<file path="config.mk">
export PLATFORM = sky130hd
export DESIGN_NAME = pixel_sink
export DESIGN_NICKNAME = d
export VERILOG_FILES = /design/src/rtl/pixel_sink.sv
export SDC_FILE = /design/constraint.sdc
export NUM_CORES = 1
export LEC_CHECK = 0
export CAP_MARGIN = 20
export CORE_ASPECT_RATIO = 0.8
export CORE_MARGIN = 3
export CORE_UTILIZATION = 35
export DETAILED_ROUTE_END_ITERATION = 7
export PLACE_DENSITY = 0.55
export SLEW_MARGIN = 30
export SYNTH_ARGS = -nofsm -noshare
export SYNTH_HDL_FRONTEND = slang
export SYNTH_SLANG_ARGS = --single-unit
</file>
<file path="constraint.sdc">
create_clock -name clk -period 2.7 [get_ports clk]
set_clock_uncertainty 0.15 [all_clocks]
set_input_delay 0.27 -clock clk [delete_from_list [all_inputs] [get_ports clk]]
set_output_delay 0.27 -clock clk [all_outputs]
set_load 0.1 [all_outputs]
</file>
<file path="src/rtl/pixel_sink.sv">
// pixel_sink: takes pixel plot requests from a drawing engine, discards
// off-screen pixels (and counts them), buffers on-screen pixels in a
// 4-entry FIFO and writes them to a 320x240 framebuffer one at a time.
// Each write is issued as a single-cycle strobe and is then held until
// the framebuffer acknowledges it.
//
// Handshakes:
//   request side: a request is taken on a rising edge where plot=1 and
//     ready=1. ready depends only on registered FIFO occupancy, never on
//     plot, so the engine may hold plot high across ready=0 cycles.
//   memory side: mem_we is high for exactly one cycle per write, with
//     mem_addr/mem_data valid. The block then waits for mem_ack=1. mem_ack
//     is ignored while no write is outstanding.
module pixel_sink (
    input  logic        clk,
    input  logic        reset,
    input  logic        plot,
    input  logic [8:0]  X,
    input  logic [7:0]  Y,
    input  logic [5:0]  col,
    output logic        ready,
    output logic [16:0] mem_addr,
    output logic [5:0]  mem_data,
    output logic        mem_we,
    input  logic        mem_ack,
    output logic [7:0]  drop_count,
    output logic        idle,
    output logic [1:0]  state_dbg
);

    typedef enum logic [1:0] {
        S_IDLE     = 2'd0,
        S_ISSUE    = 2'd1,
        S_WAIT_ACK = 2'd2
    } state_t;

    localparam int DEPTH = 4;

    // FIFO entry layout: {address[16:0], colour[5:0]}
    logic [22:0] fifo_q [DEPTH];
    logic [22:0] fifo_d [DEPTH];
    logic [1:0]  wr_ptr_q, wr_ptr_d;
    logic [1:0]  rd_ptr_q, rd_ptr_d;
    logic [2:0]  count_q, count_d;
    state_t      state_q, state_d;
    logic [16:0] addr_q, addr_d;
    logic [5:0]  data_q, data_d;
    logic [7:0]  drop_q, drop_d;

    logic        in_range;
    logic        accept;
    logic        push;
    logic        drop;
    logic        pop;
    logic        fifo_empty;
    logic        fifo_full;
    logic [16:0] pix_addr;
    logic [22:0] head;

    // Request decode: Y*320+X built from shifts so no multiplier is needed.
    always_comb begin
        in_range   = (X < 9'd320) && (Y < 8'd240);
        fifo_empty = (count_q == 3'd0);
        fifo_full  = (count_q == 3'd4);
        accept     = plot && !fifo_full;
        push       = accept && in_range;
        drop       = accept && !in_range;
        pix_addr   = ({9'd0, Y} << 8) + ({9'd0, Y} << 6) + {8'd0, X};
        head       = fifo_q[rd_ptr_q];
    end

    // Write FSM: pop the FIFO head into the output registers, strobe it
    // once, then wait for the acknowledge before taking the next entry.
    always_comb begin
        state_d = state_q;
        addr_d  = addr_q;
        data_d  = data_q;
        pop     = 1'b0;
        case (state_q)
            S_IDLE: begin
                if (!fifo_empty) begin
                    pop     = 1'b1;
                    state_d = S_ISSUE;
                end
            end
            S_ISSUE: begin
                state_d = S_WAIT_ACK;
            end
            S_WAIT_ACK: begin
                if (mem_ack) begin
                    if (!fifo_empty) begin
                        pop     = 1'b1;
                        state_d = S_ISSUE;
                    end else begin
                        state_d = S_IDLE;
                    end
                end
            end
            default: begin
                state_d = S_IDLE;
            end
        endcase
        if (pop) begin
            addr_d = head[22:6];
            data_d = head[5:0];
        end
    end

    // FIFO storage, pointers, occupancy and saturating drop counter.
    // A pop on a full FIFO only frees the slot for the following cycle
    // because ready is derived from the registered count.
    always_comb begin
        for (int i = 0; i < DEPTH; i++) begin
            fifo_d[i] = fifo_q[i];
        end
        wr_ptr_d = wr_ptr_q;
        rd_ptr_d = rd_ptr_q;
        count_d  = count_q;
        drop_d   = drop_q;
        if (push) begin
            fifo_d[wr_ptr_q] = {pix_addr, col};
            wr_ptr_d         = wr_ptr_q + 2'd1;
        end
        if (pop) begin
            rd_ptr_d = rd_ptr_q + 2'd1;
        end
        case ({push, pop})
            2'b10:   count_d = count_q + 3'd1;
            2'b01:   count_d = count_q - 3'd1;
            default: count_d = count_q;
        endcase
        if (drop && (drop_q != 8'hFF)) begin
            drop_d = drop_q + 8'd1;
        end
    end

    // State registers; reset drops everything buffered or in flight.
    always_ff @(posedge clk or negedge reset) begin
        if (!reset) begin
            for (int i = 0; i < DEPTH; i++) begin
                fifo_q[i] <= '0;
            end
            wr_ptr_q <= '0;
            rd_ptr_q <= '0;
            count_q  <= '0;
            state_q  <= S_IDLE;
            addr_q   <= '0;
            data_q   <= '0;
            drop_q   <= '0;
        end else begin
            for (int i = 0; i < DEPTH; i++) begin
                fifo_q[i] <= fifo_d[i];
            end
            wr_ptr_q <= wr_ptr_d;
            rd_ptr_q <= rd_ptr_d;
            count_q  <= count_d;
            state_q  <= state_d;
            addr_q   <= addr_d;
            data_q   <= data_d;
            drop_q   <= drop_d;
        end
    end

    // Outputs come straight from registered state.
    always_comb begin
        ready      = !fifo_full;
        mem_we     = (state_q == S_ISSUE);
        mem_addr   = addr_q;
        mem_data   = data_q;
        drop_count = drop_q;
        idle       = (state_q == S_IDLE) && fifo_empty;
        state_dbg  = state_q;
    end

endmodule

</file>
==> results.cfg, run 1 <==
[floorplan]
io-pin-count = 63
die_y_um = 126
core_um2 = 17500
initial_core_util_pct = 36.0
num_rows = 43
die_area_um2 = 19600
die_x_um = 156

[clock_network]
insertion_delay_ns = 0.42
cts_made_buffers = 17
cts_root_buffer = clkbuf_16
clkTransAtPathRegs_ns = 0.06
cts_tree = yes
clock_sinks = 132
cts_setup_buffers = 0
htree_levels = 4
clockBufferDepth = 2

[global_route]
grt_pass1_wl_um = 22800
grt_pass1_vias = 4270
grtUsageTotal_pct = 14.9
grt.overflow.total = 0
grt_max_degree = 52
antenna_found_initial = 0

[worst_setup_path]
cp_top_family = adder cells
crit_fanout = 4
crit_type = in2reg
worstSetupStartpointType = input port
crit_chain = clkdlybuf4s50_1, inv_1, fa_1, inv_1, ha_1, a211oi_2, o21a_1, xnor2_1, mux2_1
critPathCaptureType = flip-flop
max_stage_delay_ns = 0.58
required_ns = 2.85
worstPathArrival_ns = 2.70
cp_num_buf_inv = 3
crit_path_top_delay_cell = fa_1
path_common_cell = inv_1

[sta]
drv_slew = 0
tns_ns = 0
worstMarginPinSlew_ns = 0.724
hold_viol_final = 0
finalSetupViolCount = 0
rsz0062_at_grt = false
finalCritPeriodShare_pct = 94.3
slew_headroom_pct = 51.7
setup_slack_ns = 0.153
clock.fmax_mhz = 393
final.min_clock_period_ns = 2.55

[power_and_ir_drop]
leakage_nw = 3.42
power_frac_clock_pct = 21.1
p_comb_share_pct = 46.6
irDropWorstVdd_v = 0.000931
p_sw_mw = 4.57
seqPwrFrac_pct = 32.3
switching_share_pct = 41.5
p_int_mw = 6.45
p_per_area_nw_per_um2 = 1410

[synthesis]
synth_area_um2 = 6290
synth-main-ff-cell = dfrtp_1
ys_async_sr_fraction_pct = 100
synth_fp_nets = 498
ys_seq_area_share_pct = 52.5
synth_warnings = 0
ys_ff_latch = 132
syn_inst = 447
synth-edff-count = 0
yosysUniqueCellTypes = 45
synth.avg_cell_area_um2 = 14.1

[placed_design]
pre_cts_slack_ns = -0.339
dpl-instance-area_um2 = 7210
gp_congestion = 0.741
port_buffers = 62
dp_hpwl_um = 8970
dpl.cell_count = 734

[routing]
drc_errors = 0
drt-initial-drc-count = 125
num_vias = 3931
avgRoutedWirePerCell_um = 17.6
wirelength_um = 13500
drt-pass1-iter-count = 4
detail_route.vias_per_cell = 5.13
drtAntennaViolNets = 0

[cells_and_area]
stdcell_count = 767
design_area_um2 = 7830
num_antenna_cells = 0
drive_above_1_share_pct = 32.3
fin_nets = 580
syn_to_final_growth_pct = 24.6

[run_status]
status = complete, no violations

[min_path]
hp-class = in2async

[flow_run]
drv_cap = 0
[cells in the mapped netlist, types with 6 or more instances]
library cell	count	area [um^2]
nand3_1	9	45.0
a21oi_1	9	45.0
dfrtp_1	132	3300
buf_2	8	40.0
mux4_2	23	518
o21ai_0	28	140
o31ai_1	8	60.1
inv_1	19	71.3
buf_6	7	78.8
mux2_1	45	507
ha_1	21	263
xnor2_1	13	114
mux2_2	47	529
nand2_1	6	22.5
nor2_1	6	22.5
[registers in the layout (all words and copies together), names as in the netlist]
signal / count
fifo_q: 92
mem_addr: 17
drop_count: 8
mem_data: 6
count_q: 3
rd_ptr_q: 2
state_dbg: 2
wr_ptr_q: 2
[power groups by stage]
stage / Clock [mW] / Combinational (mW) / Sequential (mW)
6_report: 2.32 / 5.13 / 3.56
5_1_grt: 2.48 / 5.49 / 3.71
4_1_cts: 2.38 / 5.20 / 3.57
3_5_place_dp: 0 / 5.18 / 3.59
3_3_place_gp: 0 / 5.10 / 3.53
2_1_floorplan: 0 / 2.57 / 4.93
[cells in the final DEF, fill, tap and decap left out, types with 2 or more instances in the layout]
master           Yosys  routed
clkinv_4             0       3
clkdlybuf4s50_1      0      25
o21ai_0             28      27
xnor2_1             13      13
o31ai_1              8       8
a21o_1               4       4
bufinv_16            0       2
nand4_1              4       4
and3_1               3       3
dfrtp_2              0       3
o2bb2ai_1            4       4
nor3_1               4       4
nand2_4              3       3
o211ai_1             4       4
nor2b_1              2       2
nand3_1              9       9
xor2_1               3       3
inv_1               19      19
fa_1                 3       2
mux4_2              23      23
nor2_1               6       6
nand2_1              6       6
o21a_1               4       4
buf_12               0       6
buf_4                2      53
clkinv_2             0       2
clkbuf_16            0      17
ha_1                21      20
clkinvlp_4           0       4
mux2_2              47      47
o21ai_1              1       2
mux2_1              45      45
and4_1               2       2
dfrtp_1            132     129
a41oi_1              4       4
clkbuf_8             0       4
a21oi_1              9       9
[per-stage QoR]
stage	total power [mW]	hold slack (ns)	util, %
after floorplan	7.50	-0.176	-
after global placement	8.63	0.218	41.2
after detailed placement	8.77	0.228	41.2
after CTS	11.1	0.332	44.8
after global routing	11.7	0.351	44.8
final	11.0	0.302	44.8
[layout make-up]
cell class / instances / area, um^2
sequential: 132 / 3310
clock inverter: 11 / 126
clock buffer: 21 / 480
multi-input combinational: 273 / 2780
timing repair buffer: 85 / 778
tap: 225 / 282
fill: 1556 / 9650
inverter: 20 / 77.6
[logic make-up (layout without fill, tap and decap cells)]
group                    after synthesis  in the layout  share of synthesized area (%)
XOR/XNOR                              16             16                           2.23
multiplexers                         116            116                           24.9
adder cells (fa/ha/maj)               24             24                           5.13
AO/OA/AOI/OAI                         73             73                           7.52
buffers and inverters                 42            137                           3.62
AND/OR/NAND/NOR                       44             44                           4.08
flip-flops                           132            132                           52.5
[worst reg2reg max path, stage by stage, from the launching register on]
cell,delay (ns)
dfrtp_1,0.44
or3b_4,0.43
and4_1,0.23
inv_4,0.08
ha_2,0.18
inv_1,0.05
fa_2,0.33
xor2_1,0.14
nor2_1,0.12
xor2_1,0.15
[routing by layer]
layer  up-vias  part of all wire [%]  track usage, %  wire length [um]
met5         -                     0               0                 0
met4         0                   1.3            4.36               178
met3        12                   4.1            4.29               547
met2        70                    48            23.9              6530
met1      2031                    46            19.7              6210
li1       1818                     -               -                 -
[final timing paths]
path,start,to,slack (ns),cells past startpoint
min,reset,mem_data[2],0.30,2
max reg2reg,count_q[0],count_q[2],0.33,9
max in group asynchronous,reset,fifo_q[64],1.39,3
max,X[8],fifo_q[18],0.15,9
min reg2reg,fifo_q[0],fifo_q[0],0.34,1
min in group clk,fifo_q[0],fifo_q[0],0.34,1
[timing repair]
item,4_1_cts,5_1_grt
gates resized for setup,0,2
hold endpoints to repair,48,0
hold buffers,1,0
endpoints found under the setup margin,0,7
Note: power is estimated with default switching activity, not from simulation.
==> run 2, diff against run 1 <==
REMOVE_ABC_BUFFERS = 1   (was unset)
==> run 2 against run 1 <==
  * Sequential power is 2% lower
  * First-iteration DRC count increased by 74%
  * Final area shrank 1.0%
  * Worst setup slack gained 0.016 ns
  * Critical path depth stayed put
  * Critical path type unchanged
  * Largest power group unchanged
  * Final cell count stayed put
  * Combinational power barely moved
  * Sequential cell count unchanged
  * Critical endpoint is now fifo_q[64]
==> results.cfg, run 2 (synthesis gave the netlist of run 1 again) <==
[routing]
wirelength_um = 13800
drt-initial-drc-count = 217
drc_errors = 0
drtAntennaViolNets = 0
drt-pass1-iter-count = 5
num_vias = 3983
avgRoutedWirePerCell_um = 18.0
detail_route.vias_per_cell = 5.19

[cells_and_area]
syn_to_final_growth_pct = 23.3
drive_above_1_share_pct = 31.0
num_antenna_cells = 0
fillers = 1587
mostFrequentLayoutCell = dfrtp_1
design_area_um2 = 7750
largest_reg_flops = 92
final_cell_mix = dfrtp_1, buf_4, mux2_2
fin_nets = 580
ff_latch_area_um2 = 3300
utilization_pct = 44.3
multi_input_area_um2 = 2770
largest-register = fifo_q

[power_and_ir_drop]
irDropWorstVdd_v = 0.000865
leakage_nw = 3.40
power.total_mw = 11.0
p_per_area_nw_per_um2 = 1410

[worst_setup_path]
crit_type = in2reg
reg2reg_depth = 9
required_ns = 2.84
crit_path_top_delay_cell = fa_1
crit-reg2reg-capture = count_q[2]
cp_top_family = adder cells
max_stage_delay_ns = 0.60
cp_num_buf_inv = 3
worstSetupStartpointType = input port
rrSetupSlack_ns = 0.31
path_common_cell = inv_1
crit_chain = clkdlybuf4s50_1, inv_1, fa_1, inv_1, ha_1, a211oi_2, o21a_1, xnor2_1, mux2_1
worstPathArrival_ns = 2.68
critPathCaptureType = flip-flop
crit_fanout = 4
r2r-start = count_q[0]

[placed_design]
dp_hpwl_um = 9120
port_buffers = 62
dpl-instance-area_um2 = 7150
gp_congestion = 0.797

[global_route]
grt.overflow.total = 0
grt_pass1_vias = 4188
antenna_found_initial = 0
grt_pass1_wl_um = 22600
grtUsageTotal_pct = 14.9
grt_max_degree = 66

[sta]
clock.fmax_mhz = 395
final.min_clock_period_ns = 2.53
finalSetupViolCount = 0
slew_headroom_pct = 57.3
worstMarginPinSlew_ns = 0.641
rsz0062_at_grt = false
hold_ws_ns = 0.258
tns_ns = 0
hold_viol_final = 0
drv_slew = 0
finalCritPeriodShare_pct = 93.8

[floorplan]
die_y_um = 126
core_um2 = 17500
die_x_um = 156
die_area_um2 = 19600
initial_core_util_pct = 36.0
io-pin-count = 63
num_rows = 43

[clock_network]
cts_made_buffers = 17
htree_levels = 4
insertion_delay_ns = 0.43
cts_root_buffer = clkbuf_16
clkTransAtPathRegs_ns = 0.06
cts_tree = yes
clock_sinks = 132
clockBufferDepth = 2

[run_status]
status = complete, no violations

[min_path]
hp-class = in2async

[flow_run]
drv_cap = 0
-- run 2: through the flow --
step | instances | setup WS, ns
detailed placement | 734 | -0.370
CTS | 767 | 0.0831
finish | 767 | 0.169
global placement | 734 | -0.341
floorplan | 425 | -0.834
global route | 767 | 0.00377
-- run 2: routing by layer --
metal / routed length, um / up-vias / global-route usage, %
met4: 169 / 0 / 4.36
li1: - / 1813 / -
met2: 6270 / 97 / 22.4
met1: 6560 / 2057 / 20.7
met3: 790 / 16 / 4.81
met5: 0 / - / 0
-- run 2: how the worst max path moves through the flow --
stage | startpoint | endpoint | slack (ns) | cells after the start
floorplan | state_dbg[0] | idle | -0.83 | 1
global placement | X[8] | fifo_q[18] | -0.34 | 9
detailed placement | X[8] | fifo_q[64] | -0.37 | 9
CTS | X[8] | fifo_q[64] | 0.08 | 9
global route | X[8] | fifo_q[64] | 0.004 | 9
finish | X[8] | fifo_q[64] | 0.17 | 9
-- run 2: where the power goes --
| part | internal, mW | switching [mW] |
|---|---|---|
| Clock | 1.40 | 0.918 |
| Combinational | 1.98 | 3.18 |
| Sequential | 2.96 | 0.516 |
| Total | 6.34 | 4.61 |
-- run 2: what timing repair did --
action	in CTS	in global routing
endpoints found under the hold margin	63	0
gates resized for setup	0	1
setup endpoints to repair	0	7
buffers inserted	0	0
hold buffers	1	0
-- run 2: area by class of cell --
class / instances / share of cell area, %
Sequential cell: 132 / 42.6
Multi-Input combinational cell: 273 / 35.7
Inverter: 20 / 0.968
Clock buffer: 19 / 5.71
Timing Repair Buffer: 85 / 9.44
Clock inverter: 13 / 1.92
Tap cell: 225 / 3.63
